$ cat src/rtl/fault_sweep_seq.sv
// Exhaustive stuck-at fault-sweep sequencer: drives every pattern to a good and a faulty CUT copy per fault entry.
// Optional FAULT_SA1_EN appends a stuck-at-1 pass after the stuck-at-0 pass.
module fault_sweep_seq #(
  parameter  int unsigned N_IN    = 4,
  parameter  int unsigned N_OUT   = 1,
  parameter  int unsigned N_FAULT = 1,
  localparam int unsigned IW      = ($clog2(2*N_FAULT) > 0) ? $clog2(2*N_FAULT) : 1,
  localparam int unsigned DW      = $clog2(2*N_FAULT+1)
) (
  input  logic               clk,
  input  logic               rst_n,
  input  logic               start,
  input  logic               drop_en,
  output logic [N_IN-1:0]    pat,
  output logic [N_FAULT-1:0] fault_sa0,
  output logic [N_FAULT-1:0] fault_sa1,
  input  logic [N_OUT-1:0]   z_good,
  input  logic [N_OUT-1:0]   z_fault,
  output logic               busy,
  output logic               done,
  output logic [DW-1:0]      det_count,
  input  logic [IW-1:0]      rd_idx,
  output logic               rd_det,
  output logic [N_IN-1:0]    rd_pat
);

`ifdef FAULT_SA1_EN
  localparam int unsigned NF = 2*N_FAULT;
`else
  localparam int unsigned NF = N_FAULT;
`endif
  // Result storage spans the full index space so fidx/rd_idx index it without width adaptation.
  localparam int unsigned NE = 2**IW;

  typedef enum logic [1:0] {
    S_IDLE,
    S_RUN,
    S_DONE
  } state_t;

  state_t            state;
  logic [IW-1:0]     fidx;
  logic              drop_q;
  logic [NF-1:0]     inj_q;
  logic              det_q     [NE];
  logic [N_IN-1:0]   det_pat_q [NE];
  logic              mismatch;
  logic              entry_end;

  assign mismatch  = (z_good != z_fault);
  assign entry_end = (pat == '1) || (drop_q && mismatch);

  assign fault_sa0 = inj_q[N_FAULT-1:0];
`ifdef FAULT_SA1_EN
  assign fault_sa1 = inj_q[NF-1:N_FAULT];
`else
  assign fault_sa1 = '0;
`endif

  always_ff @(posedge clk or negedge rst_n) begin
    if (!rst_n) begin
      state     <= S_IDLE;
      pat       <= '0;
      fidx      <= '0;
      drop_q    <= 1'b0;
      inj_q     <= '0;
      busy      <= 1'b0;
      done      <= 1'b0;
      det_count <= '0;
      for (int unsigned i = 0; i < NE; i++) begin
        det_q[i]     <= 1'b0;
        det_pat_q[i] <= '0;
      end
    end else begin
      done <= 1'b0;
      case (state)
        S_IDLE: begin
          if (start) begin
            state     <= S_RUN;
            busy      <= 1'b1;
            pat       <= '0;
            fidx      <= '0;
            drop_q    <= drop_en;
            inj_q     <= NF'(1);
            det_count <= '0;
            for (int unsigned i = 0; i < NE; i++) begin
              det_q[i]     <= 1'b0;
              det_pat_q[i] <= '0;
            end
          end
        end
        S_RUN: begin
          if (mismatch && !det_q[fidx]) begin
            det_q[fidx]     <= 1'b1;
            det_pat_q[fidx] <= pat;
            det_count       <= det_count + 1'b1;
          end
          if (entry_end) begin
            pat <= '0;
            if (fidx == IW'(NF-1)) begin
              state <= S_DONE;
              busy  <= 1'b0;
              done  <= 1'b1;
              fidx  <= '0;
              inj_q <= '0;
            end else begin
              fidx  <= fidx + 1'b1;
              inj_q <= NF'(1) << (fidx + 1'b1);
            end
          end else begin
            pat <= pat + 1'b1;
          end
        end
        S_DONE: state <= S_IDLE;
        default: state <= S_IDLE;
      endcase
    end
  end

  always_comb begin
    rd_det = 1'b0;
    rd_pat = '0;
    if (32'(rd_idx) < NF) begin
      rd_det = det_q[rd_idx];
      rd_pat = det_pat_q[rd_idx];
    end
  end

endmodule

$ cat config.mk
export PLATFORM = sky130hd
export DESIGN_NAME = fault_sweep_seq
export DESIGN_NICKNAME = d
export VERILOG_FILES = /design/src/rtl/fault_sweep_seq.sv
export SDC_FILE = /design/constraint.sdc
export NUM_CORES = 1
export LEC_CHECK = 0
export BUFFER_PORTS_ARGS = -buffer_cell sky130_fd_sc_hd__buf_2
export CAP_MARGIN = 10
export CORE_UTILIZATION = 49
export DETAILED_ROUTE_END_ITERATION = 16
export PLACE_DENSITY = 0.75
export SLEW_MARGIN = 40
export SYNTH_ARGS = -nofsm -noshare
export SYNTH_HDL_FRONTEND = slang
export SYNTH_SLANG_ARGS = --single-unit
$ cat constraint.sdc
create_clock -name clk -period 1.82 [get_ports clk]
set_input_delay 0.182 -clock clk [delete_from_list [all_inputs] [get_ports clk]]
set_output_delay 0.182 -clock clk [all_outputs]
set_load 0.02 [all_outputs]
# --- Word level (Yosys, flattened, before mapping) ---
# Cells that the tools add are included.
# Widths: inputs -> output; s select.
op_classes:
  bitwise: 3
  n_eq_ne: 7
  reduce_logical: 13
  n_lt_le_gt_ge: 4
  muxes: 45
  addsub: 3
  n_shift: 1
op_table:
  columns: ["op", "count"]
  rows:
  - ["$mux 4", 7]
  - ["$mux 1", 19]
  - ["$mux 8", 2]
  - ["$pmux 8 s2", 1]
  - ["$mux 2", 6]
  - ["$pmux 2 s2", 3]
  - ["$reduce_and 3->1", 3]
  - ["$bwmux 8", 1]
  - ["$ne 2x2->1 const B", 4]
  - ["$pmux 4 s2", 1]
  - ["$pmux 1 s2", 3]
  - ["$add 4x1->4 const B", 1]
  - ["$demux 4 s1", 1]
  - ["$eq 4x4->1 const B", 1]
  - ["$ge 2x2->1 const B", 2]
  - ["$not 1->2", 2]
  - ["$reduce_and 2->1", 2]
  - ["$reduce_and 4->1", 1]
  - ["$logic_and 1x1->1", 3]
  - ["$add 2x1->2 const B", 1]
  - ["$eq 2x1->1 const B", 1]
  - ["$logic_not 2->1", 1]
  - ["$lt 2x1->1 const B", 1]
  - ["$or 2x2->2", 1]
  - ["8 further kinds", 8]
word_totals:
  inputBits: 7
  wordCells: 88
  regBits: 23

# --- Depth between registers and ports, before layout ---
depth:
  ltp_word: 8
  ltp_mapped: 4
  depth_no_buf: 4

# --- Worst setup path before layout ---
# OpenSTA, ideal clock, no wires.
synth_path:
  path_type: "register -> register"
  from: "register pat[0]"
  to: "register pat[0]"
  setup_ns: 0.096
  t_required_ns: 1.724
  arrival_ns: 1.238
  path_stages_with_launch: 4
  setup_slack_ns: 0.487
  path_buffers: 0
  path_cell_list: "dfrtp_1 ha_1 a32o_2 o31ai_1"
synth_between:
  elab_chain_len: 4
synth_rtl:
  columns: ["item", "line", "source"]
  rows:
  - ["start: declaration", "14", "output logic [N_IN-1:0] pat,"]
  - ["start signal: assignment", "111", "pat <= pat + 1'b1;"]
  - ["parallel branches: the longest is 2 deep, another holds $add 4x1->4", null, null]
  - ["$mux 4 (*)", "98", "if (entry_end) begin"]
  - ["$pmux 4 s2 (*)", "76", "case (state)"]
# Every way passes the cells marked *.
# A chain may end at the register's enable or synchronous reset.

# --- Final worst setup path ---
layout_path:
  from: "register state[0]"
  to: "register det_pat_q[6] (netlist bit)"
layout_between:
  elab_chain_len: 3
layout_rtl:
  columns: ["item", "line", "source"]
  rows:
  - ["start: declaration", "41", "state_t state;"]
  - ["start signal: assignment", "62", "state <= S_IDLE;"]
  - ["start signal: assignment", "79", "state <= S_RUN;"]
  - ["start signal: assignment", "101", "state <= S_DONE;"]
  - ["$eq 2x1->1 or $logic_not 2->1 (tied branches)", "76", null]
  - ["$ne 2x2->1 (no source line) or $reduce_bool 2->1 (tied branches)", null, null]
  - ["$reduce_and 3->1 (no source line)", null, null]
  - ["end signal: indexed assignment", "95", "det_pat_q[fidx] <= pat;"]
  - ["end: declaration", "46", "logic [N_IN-1:0] det_pat_q [NE];"]
# Parallel ways exist; a longest one is shown, timed or not.

==> results summary <==
The run finished, with violations left. The final reports fail on design-rule violations. The number of max-capacitance violations reported is 0. The flop-to-flop setup slack is 320 ps. The number of endpoints with negative hold slack in the final report came out at 0. The maximum vdd drop came out at 0.00122 V. The post-detailed-route count of antenna-violating nets is 0. The destination of the worst hold path is drop_q. The insertion delay of the later-clocked pin in the worst-skew pair came out at 290 ps. In this run the tool buffered the top-level ports with 20 buffer cells. The worst hold slack across all endpoints is 114 ps. For this run, the share of the core covered by cells in the final layout is 63.6%. The post-placement setup slack is 361 ps.

The buffer depth of the longest clock path came out at 2. The kind of critical path is reg -> reg. The number of cells in the finished layout apart from fillers came out at 115. The largest fanout on the critical path is 9. The mean instance size in the synthesized netlist is 11.2 um2. The netlist uses 30 different library cells.

The DRC violations left is 2. The combinational share of power is 43.0%. The required time of the critical path is 1990 ps. The synthesized instance count came out at 76. When the netlist entered floorplanning its net count stood at 84. The I/O pin total came out at 22. The H-tree level count came out at 1.

The count of antenna diodes in the layout is 0. The largest total area in the synthesized netlist belongs to sky130_fd_sc_hd__dfrtp_1. The final-report setup violation count came out at 0. The power density of the placed cells came out at 1550 nW/um2. From left edge to right edge, the die measures 43.7 um.

The area of the mapped netlist came out at 853 um2. The wire length of the first global-routing pass came out at 2.55 mm. The fraction of the cycle the final worst path needs is 82.3%. For the final database, setup skew stands at 9.70 ps. The cell-internal power came out at 0.882 mW. The vertical die dimension came out at 43.7 um. The total met2 wirelength after detailed routing is 725 um. For the worst setup path, the data arrival time is 1670 ps. The number of cells on the worst reg-to-reg path came out at 3. The detailed-route wire length on metal 1 came out at 754 um.

The synthesis-stage register bit count came out at 17. The buffer count from post-CTS setup fixing came out at 0. The detailed-route wire length came out at 1.55 mm.

The via count is 617. The final weighted congestion in routability-driven placement is 0.775. The clock net sink count came out at 17. The timing-limited maximum frequency came out at 0.668 GHz. The top cell types in the final layout, fill and taps aside, are sky130_fd_sc_hd__buf_2 (20), sky130_fd_sc_hd__dfrtp_1 (17), sky130_fd_sc_hd__nor2b_1 (10), sky130_fd_sc_hd__nand2_1 (5). The number of vias per cell came out at 5.37. The HPWL after detailed placement is 1.11 mm.

The top cell type's share of synthesized area is 49.9%. Counting instances, the worst hold path has a depth of 2. The number of pins with negative max-slew slack in the final report came out at 0. The area added between synthesis and finish came out at 16.3%. The final setup TNS came out at 0 ps. STA classifies the critical path endpoint as a flip-flop.

The net load switching power came out at 0.659 mW. The number of filler instances in the final layout came out at 121. In this run the worst hold path is classified as in -> reg.

Setup repair after global routing left no endpoint under its margin. The clock network power share is 12.9%. The sum of overflow across all layers after global routing came out at 0.

By area the synthesized netlist is led by sky130_fd_sc_hd__dfrtp_1 (50%), sky130_fd_sc_hd__nor2b_1 (7.3%), sky130_fd_sc_hd__mux2_2 (5.3%). The die covers 1910 um2. The TritonCTS clock tree is done. The switching fraction of total power came out at 42.7%. The first-iteration detailed-routing DRC count came out at 11.

The worst path meets setup with 322 ps of slack. The highest routed metal layer is met4. The number of buffers inserted during clock tree synthesis came out at 3.

The Yosys step of the flow raised 0 warnings. The fraction of layout cells with a size suffix above 1 came out at 31.3%. The via count of the first global-routing pass is 552. The largest net degree at the start of global routing is 18. The final net count came out at 108.

The sequential cell fraction of total power came out at 44.1%. The number of search-and-repair iterations in the first detailed-routing pass came out at 10. STA classifies the critical path startpoint as a flip-flop. The shortest period the worst path allows is 1500 ps. The starting density of the core came out at 54.7%. The total number of placement rows is 14.

The worst hold path begins at drop_en. The clock transition at the register clock pins on the worst setup and hold paths after CTS came out at 110 ps. The hold-fix buffer count after cts came out at 1.

The worst register-to-register path begins at state[0]. The cell count after placement is 110. Leaving out fill and tap cells, the most frequent cell in the layout is sky130_fd_sc_hd__buf_2. The number of antenna violations at the first check in global routing came out at 0. The sequential element share of the synthesized area came out at 49.9%. The wire length per cell is 13.5 um. The number of gates resized after CTS was 0. For this run, the total global-route usage over all layers was measured as 18.2%. The static leakage came out at 0.494 nW.

The met3 wire length is 60 um. The worst register-to-register path ends at det_pat_q[6]. The root buffer cell chosen for the clock tree is sky130_fd_sc_hd__clkbuf_4. The area of the core is 1560 um2.
==> cells by family (layout without fill, tap and decap cells) <==
| family | Yosys count | after routing | synth area share [%] |
|---|---|---|---|
| flops | 17 | 17 | 49.9 |
| simple gates | 27 | 27 | 20.2 |
| mux | 6 | 6 | 7.77 |
| other cells | 1 | 1 | 0.439 |
| fa+ha+maj | 1 | 1 | 1.47 |
| compound gates | 18 | 18 | 14.5 |
| xor+xnor | 3 | 3 | 3.08 |
| buf+inv | 3 | 26 | 2.64 |
==> state kept, by name (all words and copies together) (netlist names) <==
| register | cells |
|---|---|
| done | 1 |
| state | 2 |
| busy | 1 |
| pat | 4 |
| fault_sa0 | 1 |
| det_count | 2 |
| det_q | 1 |
| det_pat_q | 4 |
| drop_q | 1 |
==> routing by layer <==
layer | vias up | global-route usage (%)
met5 | - | 0
met4 | 0 | 5.63
met3 | 2 | 3.75
met2 | 15 | 26.6
met1 | 286 | 27.4
li1 | 314 | -
==> worst max-delay path, stage by stage (launching register included) <==
cell and delay (ps):
sky130_fd_sc_hd__dfrtp_1 530, sky130_fd_sc_hd__nand2b_1 210, sky130_fd_sc_hd__nor3_4 280, sky130_fd_sc_hd__mux2_2 370
==> synthesized netlist by cell type <==
| library cell | instances |
|---|---|
| sky130_fd_sc_hd__dfrtp_1 | 17 |
| sky130_fd_sc_hd__nor2b_1 | 10 |
| sky130_fd_sc_hd__nand2_1 | 5 |
| sky130_fd_sc_hd__a21oi_1 | 4 |
| sky130_fd_sc_hd__mux2_2 | 4 |
| sky130_fd_sc_hd__nor2_1 | 4 |
| sky130_fd_sc_hd__o21ai_0 | 3 |
| sky130_fd_sc_hd__o21bai_1 | 3 |
| sky130_fd_sc_hd__a211oi_1 | 2 |
| sky130_fd_sc_hd__and2_1 | 2 |
| sky130_fd_sc_hd__nand4b_1 | 2 |
| sky130_fd_sc_hd__xnor2_1 | 2 |
| sky130_fd_sc_hd__a22o_1 | 1 |
| sky130_fd_sc_hd__a32o_2 | 1 |
| sky130_fd_sc_hd__a41o_1 | 1 |
| sky130_fd_sc_hd__buf_4 | 1 |
| sky130_fd_sc_hd__buf_6 | 1 |
| sky130_fd_sc_hd__conb_1 | 1 |
| sky130_fd_sc_hd__ha_1 | 1 |
| sky130_fd_sc_hd__inv_1 | 1 |
| sky130_fd_sc_hd__mux2_1 | 1 |
| sky130_fd_sc_hd__mux2i_1 | 1 |
| sky130_fd_sc_hd__nand2b_1 | 1 |
| sky130_fd_sc_hd__nand3_1 | 1 |
| sky130_fd_sc_hd__nor3_4 | 1 |
| sky130_fd_sc_hd__nor3b_4 | 1 |
| sky130_fd_sc_hd__o211ai_1 | 1 |
| sky130_fd_sc_hd__o22ai_1 | 1 |
| sky130_fd_sc_hd__o31ai_1 | 1 |
| sky130_fd_sc_hd__xor2_1 | 1 |
==> power by group through the flow <==
stage	clock, mW	combinational [mW]	sequential (mW)
4_1_cts	0.204	0.671	0.677
5_1_grt	0.218	0.730	0.703
3_5_place_dp	0	0.667	0.683
2_1_floorplan	0	0.446	0.725
3_3_place_gp	0	0.659	0.683
6_report	0.200	0.663	0.679
==> final cells by class <==
class                   instances  area (um2)  share of cell area, %
flip-flops and latches         17         425                   42.9
multi-input cells              56         405                   40.9
repair buffers                 21         110                   11.1
clock buffers                   3        22.5                   2.27
well taps                      16        20.0                   2.02
clock inverters                 1        5.00                  0.504
inverters                       1        3.75                  0.378
==> worst max path at each step <==
stage	from	endpoint	slack (ps)	depth (start not counted)
finish	state[0]	det_pat_q[6]	320	3
detailed placement	state[1]	det_pat_q[6]	360	3
CTS	state[1]	det_pat_q[6]	330	3
floorplan	pat[0]	pat[0]	490	3
global route	state[0]	det_pat_q[7]	260	3
global placement	state[0]	drop_q	400	2
==> through the flow <==
stage | cell area, um2 | power, mW
2_1_floorplan | 853 | 1.17
3_3_place_gp | 955 | 1.34
3_5_place_dp | 955 | 1.35
4_1_cts | 992 | 1.55
5_1_grt | 992 | 1.65
6_report | 992 | 1.54
Power figures use the tool's default switching activity.
